[src/rtl/dual_port_ram_param_if.sv]
// Request/response bundle for dual_port_ram_param: write port, read port,
// clear request and status. The RAM takes the slave side.
interface dual_port_ram_param_if #(
    parameter int DATA_W = 8,
    parameter int ADDR_W = 4
);
    logic                  wr_en;
    logic [ADDR_W-1:0]     addr_wr;
    logic [DATA_W-1:0]     data_in;
    logic [DATA_W/8-1:0]   be;
    logic                  rd_en;
    logic [ADDR_W-1:0]     addr_rd;
    logic [DATA_W-1:0]     data_out;
    logic                  rd_valid;
    logic                  clr;
    logic                  init_busy;

    modport master (
        output wr_en, addr_wr, data_in, be, rd_en, addr_rd, clr,
        input  data_out, rd_valid, init_busy
    );

    modport slave (
        input  wr_en, addr_wr, data_in, be, rd_en, addr_rd, clr,
        output data_out, rd_valid, init_busy
    );
endinterface

[src/rtl/dual_port_ram_param.sv]
// Simple dual-port RAM: byte-enable write port, pipelined read port with
// RD_LAT output stages, selectable collision result and a zeroing sequencer.
module dual_port_ram_param #(
    parameter int DATA_W    = 8,
    parameter int ADDR_W    = 4,
    parameter int RD_LAT    = 1,
    parameter int COLL_MODE = 0
) (
    input  logic                   clk,
    input  logic                   rst_n,
    dual_port_ram_param_if.slave   bus
);
    localparam int NB    = DATA_W / 8;
    localparam int DEPTH = 2 ** ADDR_W;

    localparam logic [0:0] S_CLEAR = 1'b0;
    localparam logic [0:0] S_READY = 1'b1;

    logic [0:0]                    r_state;
    logic [ADDR_W-1:0]             r_clr_ptr;
    logic [DATA_W-1:0]             r_mem [DEPTH];
    logic [RD_LAT:1]               r_vld_pipe;
    logic [RD_LAT:1][DATA_W-1:0]   r_dpipe;

    logic                          w_ready;
    logic                          w_wr_acc;
    logic                          w_rd_acc;
    logic [DATA_W-1:0]             w_rd_word;

    assign w_ready  = (r_state == S_READY);
    assign w_wr_acc = w_ready & bus.wr_en;
    assign w_rd_acc = w_ready & bus.rd_en;

    // clr has priority in both states so a request during CLEAR restarts at word 0
    always_ff @(posedge clk or negedge rst_n) begin
        if (!rst_n) begin
            r_state   <= S_CLEAR;
            r_clr_ptr <= '0;
        end else if (bus.clr) begin
            r_state   <= S_CLEAR;
            r_clr_ptr <= '0;
        end else if (r_state == S_CLEAR) begin
            r_clr_ptr <= r_clr_ptr + ADDR_W'(1);
            if (r_clr_ptr == '1)
                r_state <= S_READY;
        end
    end

    always_ff @(posedge clk) begin
        if (r_state == S_CLEAR) begin
            r_mem[r_clr_ptr] <= '0;
        end else if (bus.wr_en) begin
            for (int k = 0; k < NB; k++)
                if (bus.be[k])
                    r_mem[bus.addr_wr][8*k +: 8] <= bus.data_in[8*k +: 8];
        end
    end

    // new-data collision mode forwards the enabled write bytes over the array word
    always_comb begin
        w_rd_word = r_mem[bus.addr_rd];
        if (COLL_MODE == 1 && w_wr_acc && bus.addr_wr == bus.addr_rd) begin
            for (int k = 0; k < NB; k++)
                if (bus.be[k])
                    w_rd_word[8*k +: 8] = bus.data_in[8*k +: 8];
        end
    end

    always_ff @(posedge clk or negedge rst_n) begin
        if (!rst_n) begin
            r_vld_pipe <= '0;
            r_dpipe    <= '0;
        end else begin
            r_vld_pipe[1] <= w_rd_acc;
            if (w_rd_acc)
                r_dpipe[1] <= w_rd_word;
            for (int k = 2; k <= RD_LAT; k++) begin
                r_vld_pipe[k] <= r_vld_pipe[k-1];
                if (r_vld_pipe[k-1])
                    r_dpipe[k] <= r_dpipe[k-1];
            end
        end
    end

    assign bus.data_out  = r_dpipe[RD_LAT];
    assign bus.rd_valid  = r_vld_pipe[RD_LAT];
    assign bus.init_busy = (r_state == S_CLEAR);
endmodule
[src/flat_wrapper.sv]
// flat-port wrapper written by rule: the top's interface ports become plain ports
module dual_port_ram_param_flat 
#(
    parameter int DATA_W    = 8,
    parameter int ADDR_W    = 4,
    parameter int RD_LAT    = 1,
    parameter int COLL_MODE = 0
)
  (clk, rst_n, bus_wr_en, bus_addr_wr, bus_data_in, bus_be, bus_rd_en, bus_addr_rd, bus_clr, bus_data_out, bus_rd_valid, bus_init_busy);
  dual_port_ram_param_if #(.DATA_W(DATA_W), .ADDR_W(ADDR_W)) bus_i ();
  input  logic clk;
  input  logic rst_n;
  input wire logic [$bits(bus_i.wr_en)-1:0] bus_wr_en;
  input wire logic [$bits(bus_i.addr_wr)-1:0] bus_addr_wr;
  input wire logic [$bits(bus_i.data_in)-1:0] bus_data_in;
  input wire logic [$bits(bus_i.be)-1:0] bus_be;
  input wire logic [$bits(bus_i.rd_en)-1:0] bus_rd_en;
  input wire logic [$bits(bus_i.addr_rd)-1:0] bus_addr_rd;
  input wire logic [$bits(bus_i.clr)-1:0] bus_clr;
  output wire logic [$bits(bus_i.data_out)-1:0] bus_data_out;
  output wire logic [$bits(bus_i.rd_valid)-1:0] bus_rd_valid;
  output wire logic [$bits(bus_i.init_busy)-1:0] bus_init_busy;
  assign bus_i.wr_en = bus_wr_en;
  assign bus_i.addr_wr = bus_addr_wr;
  assign bus_i.data_in = bus_data_in;
  assign bus_i.be = bus_be;
  assign bus_i.rd_en = bus_rd_en;
  assign bus_i.addr_rd = bus_addr_rd;
  assign bus_i.clr = bus_clr;
  assign bus_data_out = bus_i.data_out;
  assign bus_rd_valid = bus_i.rd_valid;
  assign bus_init_busy = bus_i.init_busy;
  dual_port_ram_param #(.DATA_W(DATA_W), .ADDR_W(ADDR_W), .RD_LAT(RD_LAT), .COLL_MODE(COLL_MODE)) u_core (.clk(clk), .rst_n(rst_n), .bus(bus_i));
endmodule
[config.mk]
export PLATFORM = sky130hd
export DESIGN_NAME = dual_port_ram_param_flat
export DESIGN_NICKNAME = d
export VERILOG_FILES = /design/src/rtl/dual_port_ram_param_if.sv /design/src/rtl/dual_port_ram_param.sv /design/src/flat_wrapper.sv
export SDC_FILE = /design/constraint.sdc
export NUM_CORES = 1
export LEC_CHECK = 0
export BUFFER_PORTS_ARGS = -buffer_cell sky130_fd_sc_hd__buf_2
export CAP_MARGIN = 20
export CELL_PAD_IN_SITES_DETAIL_PLACEMENT = 0
export CELL_PAD_IN_SITES_GLOBAL_PLACEMENT = 2
export CORE_UTILIZATION = 40
export DETAILED_ROUTE_END_ITERATION = 10
export PLACE_DENSITY = 0.8
export SYNTH_ARGS = -nofsm -noshare
export SYNTH_HDL_FRONTEND = slang
export SYNTH_SLANG_ARGS = --single-unit
export TNS_END_PERCENT = 5
[constraint.sdc]
create_clock -name clk -period 1.94 [get_ports clk]
set_clock_uncertainty 0.15 [all_clocks]
set_input_delay 0.388 -clock clk [delete_from_list [all_inputs] [get_ports clk]]
set_output_delay 0.388 -clock clk [all_outputs]
set_load 0.02 [all_outputs]
==> results.txt <==
----------------------------------------------------
[Worst setup path]
  Kind of end point of the critical path ... flop
  Arrival time at the worst endpoint ... approximately 1800 ps
  Worst setup path class ... flop to flop
  R2R Setup Slk ... ~49 ps
  Critical Path Start Type ... flop
  CP required ... around 1900 ps
  Max Fanout on Critical Path ... 8

[Cells and area]
  Nets@finish ... 465
  Fraction of final layout cells sized beyond drive strength 1 ... 0.242
  Area added between synthesis and finish ... 20.3%
  Post-route cell area ... roughly 7000 sq um
  Antenna diode instance count ... 0

[GRT]
  Largest net degree at the start of global routing ... 28
  GR Overflow Total ... 0
  Initial antenna violation count ... 0
  First-pass GRT wire length ... 19300 um
  Global Route Usage Sum ... 0.186
  Number of global-route vias before repair ... roughly 3400

[Synth]
  Syn_area_per_cell ... 15.7 sq um
  Post-synthesis sequential element count ... 142
  Cell area after technology mapping ... 5830 sq um
  Top area cells in the synthesized netlist ... edfxtp_1, mux2i_1, dfrtp_1
  Library cells used by synthesis ... 33
  Share of async-settable or async-resettable flops after synthesis ... 0.0986
  Total nets after synthesis ... between 300 and 400
  Sequential-to-total area share from yosys stat ... 0.719
  Most used flip-flop cell after synthesis ... edfxtp_1
  Post-synth top area cell ... edfxtp_1
  Cell with the most instances after synthesis ... edfxtp_1
  Post-synth top area share ... 0.659
  Number of flops mapped to enable cells by yosys ... roughly 130
  Yosys warnings ... 0
  Commonest cells post-synth ... edfxtp_1, mux2i_1, nand2_1, a22oi_1, nand3_1
  Cell count after synthesis ... 371

[Drt]
  Number of optimization iterations in the first detailed-route pass ... 4
  Vias per cell ... approximately 5.3
  Detailed-route wire length ... around 13000 um
  Wire length per cell after detailed routing ... 19.9 um
  Via count ... roughly 3300
  Metal3 WL ... just over 800 um
  Post-route DRC ... 0
  Met1 WL ... between 5000 and 6000 um
  DR top layer ... met4
  Number of nets with antenna violations after routing ... 0
  Violation count after the first detailed-routing iteration ... between 200 and 300
  WL met2 ... between 5000 and 6000 um

[Die]
  Chip height ... 123 um
  Core footprint ... 14000 sq um
  Row count ... between 40 and 50
  Effective utilization at floorplan ... 0.415
  Die Area ... about 15000 sq um
  Number of top-level pins ... 32
  Width of the die ... between 100 and 150 um

[Timing]
  Count of endpoints failing hold in the final timing report ... 0
  TNS Setup ... 0 ps
  Setup violation total in the final timing report ... 0
  Max-slew violation count ... 0
  Crit path time final ... approximately 1900 ps
  Max frequency ... 529 MHz
  Transition time of the tightest slew-check pin ... 707 ps
  Portion of the clock cycle consumed by the worst path in the final layout ... 0.975
  Setup repair after global routing missed its margin ... true
  Final worst slack ... ~49 ps
  Worst slew slack as a fraction of its limit ... 0.529

[Placed design]
  Dpl ws ... -362 ps
  Global placer's final weighted congestion ... roughly 0.84
  Detailed placer's ending HPWL ... 8510 um
  Quantity of I/O buffers inserted on ports ... 31
  Area of placed instances ... roughly 6400 sq um

[Worst hold path]
  Type of the worst min-delay path ... input pin to flop

[Pwr]
  P per Cell Area ... approximately 1000 nW/um^2
  Worst vdd rail ir drop ... ~0.54 mV
  Cell leakage power ... roughly 2.6 nW

[Clock tree]
  Number of buffers created by CTS ... 17
  Sink count of the clock tree ... ~140
  CTS tree ... built
  Number of buffers on the longest clock path ... 2
  H-tree levels ... 4
  Clock Latency Late Sink ... between 400 and 500 ps
  Clock transition at the register clock pins on the worst setup and hold paths after CTS ... 60 ps
  Root buffer cell ... clkbuf_16

[Run status]
  Status ... finished, final reports clean

[Job]
  Number of maximum-capacitance constraint violations ... 0

----------------------------------------------------
-- path summary, 6_finish.rpt --
path / start / end / cells after the start
setup reg to reg: u_core.r_state / u_core.r_mem[3][2] / 4
setup / recovery: u_core.r_state / u_core.r_mem[3][2] / 4
hold reg to reg: u_core.bus.data_out[1] / u_core.bus.data_out[1] / 2
max in group asynchronous: rst_n / u_core.bus.data_out[2] / 2
hold / removal: bus_clr / u_core.r_clr_ptr[1] / 2
min in group asynchronous: rst_n / u_core.r_clr_ptr[0] / 2
-- stage by stage --
step                hold WS, ps  cells  power (W)  utilization
finish                     31.7    635    0.00716        0.500
global route               44.6    635    0.00737        0.500
CTS                        17.7    635    0.00720        0.498
detailed placement          193    602    0.00390        0.452
global placement            178    602    0.00389        0.452
floorplan                 -57.6    371    0.00373            -
-- flip-flops by register name (all words and copies together), names as in the netlist --
name and count:
u_core.r_clr_ptr 4, u_core.r_state 1, u_core.bus.rd_valid 1, u_core.bus.data_out 8, u_core.r_mem 128
-- where the power goes --
part	switching [W]	internal [W]
Sequential	0.0000361	0.00339
Combinational	0.000246	0.000166
Clock	0.00119	0.00212
Total	0.00147	0.00568
-- routing by layer --
layer  global-route usage  vias up
met5                    0        -
met3               0.0483       19
met2                0.284      133
li1                     -     1560
met1                0.250     1630
met4               0.0838        0
-- cell families (layout without fill, tap and decap cells) --
family | Yosys count | count (layout) | share of synthesized area
flip-flops | 142 | 142 | 0.719
buffers and inverters | 22 | 106 | 0.0324
AO/OA/AOI/OAI | 38 | 38 | 0.0468
AND/OR/NAND/NOR | 100 | 100 | 0.0834
adder cells (fa/ha/maj) | 1 | 1 | 0.00214
multiplexers | 66 | 66 | 0.113
XOR/XNOR | 2 | 2 | 0.00300
-- critical path: stages, from the launching register on --
cell and delay, ps:
dfrtp_1 390, and3_4 260, buf_4 120, a32oi_1 210, nor2_2 420
-- repair_timing --
| item | in CTS | in global routing |
|---|---|---|
| endpoints found under the hold margin | 14 | 0 |
| pin swaps | 0 | 1 |
| setup buffers | 0 | 0 |
| resized for setup | 10 | 7 |
| hold buffers | 1 | 0 |
| setup endpoints to repair | 148 | 151 |
-- layout make-up --
class	instances	area, sq um
clock inverter	14	173
fill	1158	7030
inverter	4	15.0
sequential	142	4190
tap	180	225
timing repair buffer	70	485
clock buffer	18	429
multi-input combinational	207	1500
-- cells in the final DEF (no fill, tap or decap), types with 6 or more instances in the layout --
master	instances
edfxtp_1	128
mux2i_1	66
buf_4	35
buf_2	30
nand2_1	26
nand3_1	25
a22oi_1	25
clkbuf_16	17
nor2_1	14
dfrtp_1	14
and2_1	8
nor2_2	7
a21oi_1	6
Power figures use the tool's default switching activity.
